[src/rtl/fetch_pkg.sv]
// Shared types and constants for the instruction fetch unit.
// Holds the run-state encoding, the HALT opcode and the saturating counter helper.
package fetch_pkg;

    localparam int FETCH_INST_W = 9;

    typedef enum logic [1:0] {
        ST_IDLE   = 2'd0,
        ST_RUN    = 2'd1,
        ST_HALTED = 2'd2
    } fetch_state_e;

    localparam logic [FETCH_INST_W-1:0] HALT_OP = {FETCH_INST_W{1'b1}};

    // Retired-instruction counter sticks at its maximum instead of wrapping.
    function automatic logic [15:0] sat_inc(input logic [15:0] value);
        logic [15:0] result;
        if (value == 16'hFFFF) begin
            result = value;
        end else begin
            result = value + 16'd1;
        end
        return result;
    endfunction

endpackage

[src/rtl/pc_next.sv]
// Next-PC selection for a retiring instruction: sequential, relative or absolute.
// All arithmetic wraps modulo 2^PC_W.
module pc_next #(
    parameter int PC_W  = 11,
    parameter int OFF_W = 8
) (
    input  logic [PC_W-1:0]  pc,
    input  logic             branch_en,
    input  logic             taken,
    input  logic             branch_rel,
    input  logic [OFF_W-1:0] offset,
    input  logic [PC_W-1:0]  target,
    output logic [PC_W-1:0]  next_pc
);

    logic [PC_W-1:0] offset_ext_s;

    assign offset_ext_s = {{(PC_W-OFF_W){offset[OFF_W-1]}}, offset};

    // Taken branches redirect the PC; everything else steps by one.
    always_comb begin
        next_pc = pc + {{(PC_W-1){1'b0}}, 1'b1};
        if (branch_en && taken) begin
            if (branch_rel) begin
                next_pc = pc + offset_ext_s;
            end else begin
                next_pc = target;
            end
        end else begin
            next_pc = pc + {{(PC_W-1){1'b0}}, 1'b1};
        end
    end

endmodule

[src/rtl/inst_fetch.sv]
// Instruction fetch unit: owns the PC, drives the combinational instruction ROM
// and sequences IDLE / RUN / HALTED with restart, stall, branch and halt handling.
module inst_fetch
    import fetch_pkg::*;
#(
    parameter int PC_W       = 11,
    parameter int INST_W     = 9,
    parameter int OFF_W      = 8,
    parameter int START_ADDR = 0
) (
    input  logic              Clk,
    input  logic              Reset,
    input  logic              Start,
    input  logic              Stall,
    input  logic              BranchEn,
    input  logic              Taken,
    input  logic              BranchRel,
    input  logic [OFF_W-1:0]  Offset,
    input  logic [PC_W-1:0]   Target,
    input  logic [INST_W-1:0] InstIn,
    output logic [PC_W-1:0]   InstAddress,
    output logic [INST_W-1:0] Instr,
    output logic              Done,
    output logic [15:0]       InstCount
);

    localparam logic [PC_W-1:0] START_PC = PC_W'(START_ADDR);

    fetch_state_e      state_r;
    fetch_state_e      state_s;
    logic [PC_W-1:0]   pc_r;
    logic [PC_W-1:0]   pc_s;
    logic [PC_W-1:0]   seq_pc_s;
    logic [15:0]       count_r;
    logic [15:0]       count_s;
    logic              done_r;
    logic              done_s;
    logic              is_halt_s;

    pc_next #(
        .PC_W  (PC_W),
        .OFF_W (OFF_W)
    ) u_pc_next (
        .pc         (pc_r),
        .branch_en  (BranchEn),
        .taken      (Taken),
        .branch_rel (BranchRel),
        .offset     (Offset),
        .target     (Target),
        .next_pc    (seq_pc_s)
    );

    assign is_halt_s = (InstIn == HALT_OP);

    // Next-state decode; restart outranks stall, stall outranks halt, halt outranks branches.
    always_comb begin
        state_s = state_r;
        pc_s    = pc_r;
        count_s = count_r;
        done_s  = done_r;
        case (state_r)
            ST_IDLE: begin
                pc_s = START_PC;
                if (Start) begin
                    state_s = ST_RUN;
                    count_s = 16'd0;
                end else begin
                    state_s = ST_IDLE;
                end
            end
            ST_RUN: begin
                if (Start) begin
                    pc_s    = START_PC;
                    count_s = 16'd0;
                end else if (Stall) begin
                    pc_s = pc_r;
                end else if (is_halt_s) begin
                    state_s = ST_HALTED;
                    done_s  = 1'b1;
                end else begin
                    pc_s    = seq_pc_s;
                    count_s = sat_inc(count_r);
                end
            end
            ST_HALTED: begin
                if (Start) begin
                    state_s = ST_RUN;
                    pc_s    = START_PC;
                    count_s = 16'd0;
                    done_s  = 1'b0;
                end else begin
                    state_s = ST_HALTED;
                end
            end
            default: begin
                state_s = ST_IDLE;
                pc_s    = START_PC;
                count_s = 16'd0;
                done_s  = 1'b0;
            end
        endcase
    end

    // State registers with synchronous reset that overrides every other input.
    always_ff @(posedge Clk) begin
        if (Reset) begin
            state_r <= ST_IDLE;
            pc_r    <= START_PC;
            count_r <= 16'd0;
            done_r  <= 1'b0;
        end else begin
            state_r <= state_s;
            pc_r    <= pc_s;
            count_r <= count_s;
            done_r  <= done_s;
        end
    end

    // The ROM is combinational, so the fetched word is forwarded in the same cycle.
    always_comb begin
        if (state_r == ST_RUN) begin
            Instr = InstIn;
        end else begin
            Instr = {INST_W{1'b0}};
        end
    end

    assign InstAddress = pc_r;
    assign Done        = done_r;
    assign InstCount   = count_r;

endmodule

[config.mk]
export PLATFORM = sky130hd
export DESIGN_NAME = inst_fetch
export DESIGN_NICKNAME = d
export VERILOG_FILES = /design/src/rtl/fetch_pkg.sv /design/src/rtl/pc_next.sv /design/src/rtl/inst_fetch.sv
export SDC_FILE = /design/constraint.sdc
export NUM_CORES = 1
export LEC_CHECK = 0
export ABC_AREA = 0
export CORE_AREA = 4 4 84 86
export DETAILED_ROUTE_END_ITERATION = 6
export DIE_AREA = 0 0 88 90
export PLACE_DENSITY = 0.71
export RECOVER_POWER = 25
export SETUP_SLACK_MARGIN = 0.3
export SYNTH_ARGS = -nofsm -noshare
export SYNTH_HDL_FRONTEND = slang
export SYNTH_SLANG_ARGS = --single-unit
[constraint.sdc]
create_clock -name Clk -period 2.3 [get_ports Clk]
set_input_delay 0.345 -clock Clk [delete_from_list [all_inputs] [get_ports Clk]]
set_output_delay 0.345 -clock Clk [all_outputs]
set_load 0.02 [all_outputs]
After elaboration in Yosys (flattened, before gate mapping). Cells that the tools add are included.

Logic and storage cells: 52. Flip-flop bits (word level): 30. Bits of input ports: 35. Output and inout bits: 37.

Mux-type cells: 25. $add $sub $neg: 3. Reductions and logical operators: 7. Bitwise gates (word level): 1. Eq/ne operators: 12.

Operators with widths (count): $mux W16 (5); $mux W11 (6); $pmux W16 S2 (1); $pmux W11 S2 (1); $add A16 B1 Y16 const B (1); $eq A16 B16 Y1 const B (1); $add A11 B1 Y11 const B (1); $add A11 B11 Y11 (1); $eq A9 B9 Y1 const B (1); $mux W9 (1); $ne A3 B3 Y1 const B (3); $mux W2 (4); $ne A2 B2 Y1 const B (4); $pmux W2 S3 (1); $reduce_and A3 Y1 (2); $mux W1 (5); $reduce_and A5 Y1 (1); $reduce_and A4 Y1 (1); $pmux W1 S3 (1); $eq A2 B1 Y1 const B (1); $eq A2 B2 Y1 const B (1); $logic_not A2 Y1 (1); $ne A2 B1 Y1 const B (1); $reduce_or A2 Y1 (1); 2 further kinds (2).

Depth between registers and ports, before layout. Gate-level depths: netlist of the first run.

Depth after elaboration: 7. Depth in mapped cells: 8. Mapped depth without buffers: 8.

Cells and area by module. A second synthesis of the first run with hierarchy kept.

Cell total of the unflattened synthesis: 313. Area total of the unflattened synthesis: 2417.3 µm².

Modules (own cells, without submodules): inst_fetch (seq. area each 600.6 µm², area an instance 1496.4 µm², cells an instance 177, times used 1); pc_next (seq. area each 0.0 µm², area an instance 920.9 µm², cells an instance 136, times used 1).

Worst setup path after synthesis of the first run. Ideal clock, no wire load.

Path type: register -> register. Start point: reg pc_r[0] (netlist: InstAddress[0]). End point: reg pc_r[6] (netlist: InstAddress[6]). Path buffers: 0. Period minus slack after synthesis: 2.256 ns. Setup slack: 0.044 ns. Setup time: 0.060 ns. Cell stages (with the launch flop): 9. Required time: 2.240 ns. Arrival time: 2.197 ns. Cell sequence: dfxtp_1 -> ha_1 -> fa_1 -> a211o_1 -> a21oi_1 -> mux2_2 -> nand3_1 -> a21o_1 -> a22o_1.

Longest elaborated chain between the ends: 7. Elaborated cells on any way between the ends: 8. Those cells by class: add/sub: 2; mux: 6.

Ends and longest elaborated chain: from (decl) (RTL line inst_fetch.sv:31) `logic [PC_W-1:0] pc_r;`; from (signal assigned) (RTL line inst_fetch.sv:113) `pc_r <= pc_s;`; $add A11 B11 Y11 (RTL line pc_next.sv:25) `next_pc = pc + offset_ext_s;`; $mux W11 (RTL line pc_next.sv:24) `if (branch_rel) begin`; $mux W11 * (RTL line pc_next.sv:23) `if (branch_en && taken) begin`; $mux W11 * (RTL line inst_fetch.sv:77) `end else if (is_halt_s) begin`; $mux W11 * (RTL line inst_fetch.sv:75) `end else if (Stall) begin`; $mux W11 * (RTL line inst_fetch.sv:72) `if (Start) begin`; $pmux W11 S2 * (RTL line inst_fetch.sv:61) `case (state_r)`.

Mark *: on every way between the ends. The rest lies on a longest branch, timed or not. The select of a mux whose other input is x is not followed. A chain may end at the register's enable or synchronous reset.

Worst setup path after layout of the first run. Same ends and word-level chain as after synthesis.

==> flow_metrics.py, run 1 <==
metrics = {
    "worst_hold_path": {
        "worst_hold_path_type": "flip-flop to flip-flop",
        "worstHoldStart": "Done",
    },
    "clocking": {
        "cts_buffers": 5,
        "ctsRootBufferMaster": "clkbuf_8",
        "hold_buffers": 0,
        "cts_htree_levels": 2,
        "cts_buffer_depth": 2,
        "tritoncts": "done",
        "clock_latency_ps": 280,
        "cts.sinks": 30,
        "clk_transition_reported_paths_ps": 70,
    },
    "synthesis": {
        "synth_warnings": 0,
        "synth_seq_cells": 30,
        "syn-cell-area_mm2": 0.002495,
        "synth.net_count": 367,
        "synth_edf_count": 0,
        "ys.flop_type": "dfxtp_1",
        "ys_seq_area_share_pct": 24.07,
        "ys_types": 66,
        "ys_async_sr_fraction_pct": 0,
        "syn_area_per_cell_um2": 7.821,
        "syn_inst": 319,
    },
    "floorplanning": {
        "start_util_pct": 39.74,
        "row_count": 29,
        "core_mm2": 0.006277,
        "die_area_mm2": 0.007920,
        "die_x_um": 88,
        "dieHeight_um": 90,
        "io-pin-count": 72,
    },
    "global_route": {
        "antenna_found_initial": 0,
        "grt_pass1_vias": 2823,
        "grt_first_pass_wirelength_um": 12930,
        "grt_max_degree": 14,
        "grt-ovfl-total": 0,
        "grt_use_total_pct": 19.55,
    },
    "finish": {
        "final_cells": 505,
        "fin_util_pct": 59.96,
        "n_antenna_cell": 0,
        "ff_latch_area_um2": 613.1,
        "drive_gt1_share_pct": 20.79,
        "multi_input_area_mm2": 0.001907,
        "n_fill_cell": 583,
        "fin_nets": 475,
        "syn_to_final_growth_pct": 50.85,
    },
    "power_and_ir_drop": {
        "combinationalPowerShare_pct": 24.0,
        "p_leak_nw": 1.552,
        "swShare_pct": 28.00,
        "clock_power_share_pct": 34.4,
        "p_int_mw": 0.9193,
        "p_sw_mw": 0.3576,
        "ir_drop_mv": 0.2680,
        "finalPower_mw": 1.277,
        "pwr-share-seq_pct": 41.6,
        "p_per_area_mw_per_mm2": 339.3,
    },
    "sta": {
        "period_share_pct": 90.09,
        "setup_viol": 0,
        "skew_ps": 7.114,
        "hold_violations": 0,
        "final_max_slew_viol_count": 0,
        "rsz0062_at_grt": "true",
        "maxClockFrequency_mhz": 482.6,
        "holdWs_ps": 464.9,
        "relSlewSlack_pct": 68.65,
        "worst_slew_pin_slew_ps": 469.1,
        "fin_crit_ps": 2072,
    },
    "drt": {
        "drt_iter0_drc": 139,
        "wirelength_um": 7816,
        "final_antenna_net_count": 0,
        "dr.pass1.iters": 4,
        "routed_via_density": 5.606,
        "wl_per_cell_um": 15.48,
        "drc_errors": 0,
        "num_vias": 2831,
    },
    "critical_path": {
        "timing.rr.start": "InstAddress[0]",
        "critPathRequiredTime_ps": 2470,
        "end_kind": "flip-flop",
        "criticalPathCategory": "flip-flop to flip-flop",
        "cp_max_fo": 3,
        "critPathLaunch": "InstAddress[0]",
        "critPathArrivalTime_ps": 2240,
        "critPathLaunchType": "flip-flop",
    },
    "place": {
        "gp_congestion": 0.8485,
        "place_inst": 492,
        "io_buffers": 71,
        "dp_hpwl_um": 6002,
    },
    "flow_run": {
        "drv_cap": 0,
    },
    "outcome": {
        "status": "finished, final reports clean",
    },
}
cells in the final DEF (no fill, tap or decap), drive strengths merged, types with 4 or more instances in the layout:
| master | synthesis | routed |
|---|---|---|
| a211oi | 7 | 7 |
| a21o | 4 | 4 |
| a21oi | 20 | 20 |
| and2 | 14 | 14 |
| and3 | 5 | 5 |
| buf | 7 | 43 |
| clkbuf | 8 | 10 |
| clkdlybuf4s50 | 0 | 44 |
| dfxtp | 30 | 30 |
| dlygate4sd2 | 0 | 12 |
| dlygate4sd3 | 0 | 13 |
| ha | 12 | 12 |
| inv | 9 | 9 |
| nand2 | 30 | 30 |
| nand2b | 4 | 4 |
| nand3 | 16 | 16 |
| nand3b | 4 | 4 |
| nand4 | 4 | 4 |
| nor2 | 31 | 31 |
| nor2b | 4 | 4 |
| nor3 | 9 | 9 |
| nor4b | 4 | 4 |
| o2111ai | 4 | 4 |
| o211ai | 6 | 6 |
| o21a | 4 | 4 |
| o21ai | 16 | 16 |
| or4 | 4 | 4 |
| xnor2 | 6 | 6 |
| xor2 | 8 | 8 |
per-stage QoR:
stage | cell area, um2 | worst slack, ps | TNS, ps
CTS | 3711 | 130.0 | 0
global route | 3764 | 62.15 | 0
global placement | 3540 | -208.7 | -861.5
floorplan | 2510 | 262.6 | 0
finish | 3764 | 228.0 | 0
detailed placement | 3540 | -247.4 | -1180
power by group through the flow:
stage                     Sequential, mW  Combinational, mW  Clock, mW
after global placement             0.543              0.291          0
after CTS                          0.532              0.301      0.453
after floorplan                    0.545              0.144          0
after global routing               0.532              0.333      0.472
final                              0.531              0.306      0.440
after detailed placement           0.543              0.295          0
area by class of cell:
class                      count  area share [%]
clock buffer                   7           2.294
clock inverter                 1          0.1330
inverter                       9          0.8976
multi-input combinational    265           50.66
sequential                    30           16.29
tap                           77           2.560
timing repair buffer         116           27.16
critical path, cell delays in order, from the launching register on:
cell and delay [ps]:
dfxtp_4 360, ha_4 160, fa_2 340, a211o_1 310
a21oi_4 210, mux2_4 180, nand3_2 60, a21o_1 160
a22o_1 170
routing by layer:
| layer | vias up | wire length [um] | global-route usage, % |
|---|---|---|---|
| met5 | - | 0 | 0 |
| met4 | 0 | 41 | 3.964 |
| met3 | 6 | 454 | 3.382 |
| met2 | 81 | 3785 | 32.98 |
| met1 | 1324 | 3535 | 25.84 |
| li1 | 1420 | - | - |
path summary, 6_finish.rpt:
check | depth (start not counted) | slack [ps] | to
max | 8 | 230 | InstAddress[6]
min | 2 | 460 | Done
min reg2reg | 2 | 460 | Done
max reg2reg | 8 | 230 | InstAddress[6]
registers in the layout (all words and copies together), names as in the netlist:
| register | flops |
|---|---|
| InstCount | 16 |
| Done | 1 |
| state_r | 2 |
| InstAddress | 11 |
cells by family (layout without fill, tap and decap cells):
kind of cell	count (synthesis)	after routing	synth area share [%]
buffers and inverters	24	133	4.463
AND/OR/NAND/NOR	135	135	28.54
AO/OA/AOI/OAI	98	98	29.09
adder cells (fa/ha/maj)	13	13	6.820
flip-flops	30	30	24.07
multiplexers	5	5	2.106
XOR/XNOR	14	14	4.915
cells in the mapped netlist (all sizes together), types with 3 or more instances:
| master | number | share of area (%) |
|---|---|---|
| and2 | 14 | 3.5 |
| nor2 | 31 | 4.8 |
| mux2i | 3 | 1.2 |
| nor2b | 4 | 1.0 |
| inv | 9 | 1.4 |
| nand3 | 16 | 3.7 |
| or4 | 4 | 1.2 |
| a21o | 4 | 1.2 |
| xnor2 | 6 | 2.1 |
| o2111ai | 4 | 1.7 |
| nand2 | 30 | 4.6 |
| nand2b | 4 | 1.0 |
| dfxtp | 30 | 24 |
| nor4b | 4 | 1.4 |
| nor3 | 9 | 1.8 |
| buf | 7 | 1.9 |
| o211ai | 6 | 2.0 |
| a311oi | 3 | 1.1 |
| ha | 12 | 6.0 |
| o21a | 4 | 1.2 |
| and3 | 5 | 1.3 |
| o211a | 3 | 1.5 |
| nand3b | 4 | 1.2 |
| a211o | 3 | 1.1 |
| a211oi | 7 | 2.1 |
| xor2 | 8 | 2.8 |
| a21oi | 20 | 4.0 |
| o21ai | 16 | 3.7 |
| o31ai | 3 | 1.1 |
| o311ai | 3 | 1.1 |
| nand4 | 4 | 1.3 |
| clkbuf | 8 | 1.2 |
repair_timing:
item	CTS	global route
cloned	0	0
setup endpoints to repair	22	23
setup buffers	3	2
resized for setup	30	17
pin swaps	11	15
Note: power is estimated with default switching activity, not from simulation.
==> run 2: changes to the inputs <==
- DONT_BUFFER_PORTS: not set -> 1
- PLACE_DENSITY: 0.71 -> not set
- RECOVER_POWER: 25 -> 100
==> run 2 against run 1 <==
Against the previous run: clock skew down 0.73 ps; utilization down 16 points; critical path depth unchanged; total power fell by 9.8%; critical endpoint unchanged; largest power group unchanged; highest routed layer unchanged.
==> flow_metrics.py, run 2 (same netlist as run 1, synthesis figures left out) <==
metrics = {
    "outcome": {
        "status": "finished, final reports clean",
    },
    "clocking": {
        "clock_latency_ps": 290,
        "clk_transition_reported_paths_ps": 70,
        "cts_buffer_depth": 2,
        "cts.sinks": 30,
        "tritoncts": "done",
        "cts_htree_levels": 2,
        "cts_buffers": 5,
        "ctsRootBufferMaster": "clkbuf_8",
    },
    "finish": {
        "n_antenna_cell": 0,
        "syn_to_final_growth_pct": 11.79,
        "multi_input_area_mm2": 0.001827,
        "ff_latch_area_um2": 603.1,
        "fin_nets": 385,
        "final_cell_mix": "30 x nor2_1, 29 x nand2_1, 28 x dfxtp_1, 19 x a21oi_1, 16 x clkbuf_1",
        "largest_register_ffs": 16,
        "fin_util_pct": 44.43,
        "drive_gt1_share_pct": 13.02,
        "final_common_cell": "nor2_1",
        "n_fill_cell": 671,
    },
    "drt": {
        "wirelength_um": 7322,
        "dr_wl_met2_um": 3559,
        "drt_iter0_drc": 103,
        "wl_per_cell_um": 17.64,
        "dr.pass1.iters": 4,
        "wl_met3_um": 613,
        "final_antenna_net_count": 0,
        "drt-met1-wl_um": 3065,
        "drc_errors": 0,
        "top_layer": "met4",
        "num_vias": 2513,
        "routed_via_density": 6.055,
    },
    "floorplanning": {
        "start_util_pct": 39.74,
        "core_mm2": 0.006277,
        "die_x_um": 88,
        "die_area_mm2": 0.007920,
        "row_count": 29,
        "io-pin-count": 72,
        "dieHeight_um": 90,
    },
    "sta": {
        "worst_slew_pin_slew_ps": 570.0,
        "setup_viol": 0,
        "skew_ps": 6.383,
        "final_max_slew_viol_count": 0,
        "relSlewSlack_pct": 61.90,
        "period_share_pct": 92.11,
        "fin_crit_ps": 2118,
        "maxClockFrequency_mhz": 472.0,
        "hold_violations": 0,
        "finalSetupTns_ps": 0,
        "rsz0062_at_grt": "true",
    },
    "place": {
        "gp_congestion": 0.7938,
        "io_buffers": 0,
        "dp_hpwl_um": 5430,
    },
    "critical_path": {
        "r2r_cells": 8,
        "end_kind": "flip-flop",
        "critPathRequiredTime_ps": 2530,
        "criticalPathCategory": "flip-flop to flip-flop",
        "crit_end": "InstAddress[6]",
        "critPathLaunch": "InstAddress[0]",
        "cp_max_fo": 3,
        "critPathArrivalTime_ps": 2350,
        "reg2reg_slack_ps": 180,
        "timing.rr.start": "InstAddress[0]",
        "worst_r2r_endpoint": "InstAddress[6]",
        "critPathLaunchType": "flip-flop",
    },
    "global_route": {
        "antenna_found_initial": 0,
        "grt_max_degree": 19,
        "grt_first_pass_wirelength_um": 12000,
        "grt_pass1_vias": 2405,
        "grt-ovfl-total": 0,
        "grt_use_total_pct": 18.51,
    },
    "power_and_ir_drop": {
        "p_per_area_mw_per_mm2": 412.8,
        "ir_drop_mv": 0.1964,
        "p_leak_nw": 1.009,
    },
    "flow_run": {
        "drv_cap": 0,
    },
    "worst_hold_path": {
        "worst_hold_path_type": "input pin to flip-flop",
    },
}
run 2: worst min path at each step:
stage | to | slack, ps | cells past startpoint | from
floorplan | InstAddress[1] | 530 | 2 | InstAddress[1]
global placement | Done | 420 | 1 | Reset
detailed placement | InstAddress[1] | 410 | 1 | Reset
CTS | InstAddress[1] | 100 | 1 | Reset
global route | InstAddress[2] | 100 | 1 | Reset
finish | InstAddress[2] | 120 | 1 | Reset
run 2: area by class of cell:
type / instances / share of cell area [%]
Sequential cell: 30 / 21.62
Inverter: 9 / 1.211
Clock buffer: 5 / 2.467
Timing Repair Buffer: 26 / 4.980
Tap cell: 77 / 3.454
Clock inverter: 3 / 0.7627
Multi-Input combinational cell: 265 / 65.50
run 2: power by group:
group	internal (mW)	leakage (nW)	switching, mW
Clock	0.213	0.0441	0.232
Sequential	0.524	0.243	0.00592
Combinational	0.0636	0.722	0.113
Total	0.800	1.01	0.351
run 2: metal layers:
metal	GRT usage, %	vias up
met2	30.09	88
met5	0	-
met4	4.987	0
met1	23.57	1182
met3	5.393	8
li1	-	1235
run 2: repair_timing:
action,4_1_cts,5_1_grt
hold buffers,0,0
buffers inserted,1,1
hold endpoints to repair,0,0
pin swaps,5,11
gates resized for setup,9,13
setup endpoints to repair,11,25
run 2: metrics by stage:
stage               setup WS (ps)  hold WS, ps  area, um2  power [mW]  std cells
finish                      181.5        117.6       2789       1.151        415
global route                72.92        102.7       2789       1.206        415
CTS                         187.4        104.0       2833       1.165        414
detailed placement          156.5        412.6       2709      0.7147        405
global placement            185.5        418.5       2709      0.7144        405
floorplan                   262.6        532.0       2510      0.6885        319
run 2: worst max-delay path, stage by stage, from the launching register on:
cell and delay (ps):
dfxtp_1 340, ha_4 170, fa_2 350, a211o_1 320
a21oi_4 220, mux2_1 370, nand3_2 80, a21o_1 110
a22o_1 110
==> run 3: changes to the inputs <==
- CORE_AREA: 4 4 84 86 -> 4 4 76 78
- DIE_AREA: 0 0 88 90 -> 0 0 80 82
- PLACE_DENSITY: not set -> 0.66
==> run 3 against run 2 <==
Against the previous run: routed wire length shrank 5.3%; final area about the same; worst hold slack worse by 8.5 ps; fmax shrank 1.6%; via count fell by 1.8%; critical path type unchanged; critical endpoint unchanged.
==> flow_metrics.py, run 3 (same netlist as run 1, synthesis figures left out) <==
metrics = {
    "clocking": {
        "clk_transition_reported_paths_ps": 80,
        "ctsRootBufferMaster": "clkbuf_8",
        "cts_htree_levels": 2,
        "clock_latency_ps": 290,
        "cts_buffer_depth": 2,
        "cts_buffers": 5,
        "tritoncts": "done",
        "cts.sinks": 30,
    },
    "finish": {
        "syn_to_final_growth_pct": 11.84,
        "design_area_mm2": 0.002790,
        "drive_gt1_share_pct": 11.64,
        "final_common_cell": "nor2_1",
        "n_antenna_cell": 0,
        "ff_latch_area_um2": 606.8,
        "multi_input_area_mm2": 0.001808,
        "largest_register_ffs": 16,
        "fin_nets": 382,
        "final_cell_mix": "30 x nor2_1, 29 x nand2_1, 27 x dfxtp_1, 19 x a21oi_1, 15 x clkbuf_1",
        "n_fill_cell": 516,
    },
    "critical_path": {
        "crit_end": "InstAddress[6]",
        "cpPeakStageDelay_ps": 400,
        "cp.depth": 8,
        "worst_r2r_endpoint": "InstAddress[6]",
        "critPathArrivalTime_ps": 2350,
        "crit_chain": "ha_4 > fa_2 > a211o_1 > a21oi_2 > mux2_4 > nand3_2 > a21o_1 > a22o_1",
        "critPathRequiredTime_ps": 2490,
        "critPathLaunch": "InstAddress[0]",
        "timing.rr.start": "InstAddress[0]",
        "end_kind": "flip-flop",
        "crit_slowest_cell": "dfxtp_4",
        "cp_max_fo": 7,
        "critPathBufInv": 0,
        "critPathLaunchType": "flip-flop",
        "reg2reg_slack_ps": 150,
        "criticalPathCategory": "flip-flop to flip-flop",
        "critical-path-top-delay-family": "compound AO/OA/AOI/OAI gates",
        "r2r_cells": 8,
    },
    "sta": {
        "relSlewSlack_pct": 60.74,
        "fin_crit_ps": 2154,
        "maxClockFrequency_mhz": 464.3,
        "setup_ws_ps": 146.2,
        "rsz0062_at_grt": "true",
        "final_max_slew_viol_count": 0,
        "holdWs_ps": 109.1,
        "worst_slew_pin_slew_ps": 587.4,
        "period_share_pct": 93.65,
        "setup_viol": 0,
        "skew_ps": 15.50,
        "hold_violations": 0,
        "finalSetupTns_ps": 0,
    },
    "flow_run": {
        "drv_cap": 0,
    },
    "drt": {
        "drc_errors": 0,
        "wl_per_cell_um": 17.13,
        "drt_iter0_drc": 165,
        "dr.pass1.iters": 4,
        "num_vias": 2468,
        "wirelength_um": 6936,
        "routed_via_density": 6.094,
        "final_antenna_net_count": 0,
    },
    "place": {
        "io_buffers": 0,
        "gp_congestion": 0.8554,
        "placed_cell_area_mm2": 0.002685,
        "dp_slack_ps": 132.3,
        "dp_hpwl_um": 5156,
    },
    "worst_hold_path": {
        "worst_hold_path_type": "input pin to flip-flop",
    },
    "power_and_ir_drop": {
        "finalPower_mw": 1.348,
        "p_per_area_mw_per_mm2": 483.1,
        "p_leak_nw": 1.017,
        "ir_drop_mv": 0.3059,
    },
    "floorplanning": {
        "start_util_pct": 49.16,
        "core_mm2": 0.005075,
        "row_count": 26,
        "die_x_um": 80,
        "io-pin-count": 72,
        "dieHeight_um": 82,
        "die_area_mm2": 0.006560,
    },
    "global_route": {
        "grt_use_total_pct": 21.40,
        "grt_max_degree": 19,
        "grt_pass1_vias": 2367,
        "grt-ovfl-total": 0,
        "grt_first_pass_wirelength_um": 11240,
        "antenna_found_initial": 0,
    },
    "outcome": {
        "status": "finished, final reports clean",
    },
}
[run 3: cell types whose count changed in the layout (fill, tap and decap cells not counted), sizes merged]
cell / change
clkinv: -2
clkinvlp: -1
buf: -2
clkbuf: +1
bufinv: +1
[run 3: report_power, final]
group / switching (mW) / internal [mW] / leakage (nW) / total (mW)
logic: 0.111 / 0.0626 / 0.703 / 0.174
registers: 0.00651 / 0.523 / 0.244 / 0.530
clock network: 0.226 / 0.419 / 0.0696 / 0.645
[run 3: worst min path at each step]
stage | from | depth (start not counted) | to | slack, ps
2_1_floorplan | InstAddress[1] | 2 | InstAddress[1] | 530
3_3_place_gp | Reset | 1 | InstAddress[2] | 410
3_5_place_dp | Reset | 1 | InstAddress[2] | 410
4_1_cts | Reset | 1 | InstAddress[2] | 100
5_1_grt | Reset | 1 | InstAddress[0] | 110
6_report | Reset | 1 | InstAddress[1] | 110
[run 3: per-layer routing]
layer  global-route usage [%]  wire length (um)
met1                    25.50              3075
met2                    36.75              3346
met3                    5.592               428
met4                    8.277                86
met5                        0                 0
[run 3: final cells by class]
class | instances | share of cell area [%]
multi-input cells | 265 | 64.80
flip-flops and latches | 30 | 21.75
repair buffers | 23 | 4.170
clock buffers | 7 | 3.856
well taps | 70 | 3.139
inverters | 9 | 1.211
clock inverters | 1 | 1.076
[run 3: per-stage QoR]
stage / utilization (%) / std cells
final: 54.98 / 405
after global routing: 54.98 / 405
after CTS: 56.07 / 405
after detailed placement: 52.91 / 396
after global placement: 52.91 / 396
after floorplan: - / 319
[run 3: timing repair]
item	in CTS	in global routing
setup buffers	1	0
endpoints found under the setup margin	16	18
resized for setup	6	14
pin swaps	3	5
hold buffers	0	0
endpoints found under the hold margin	0	0
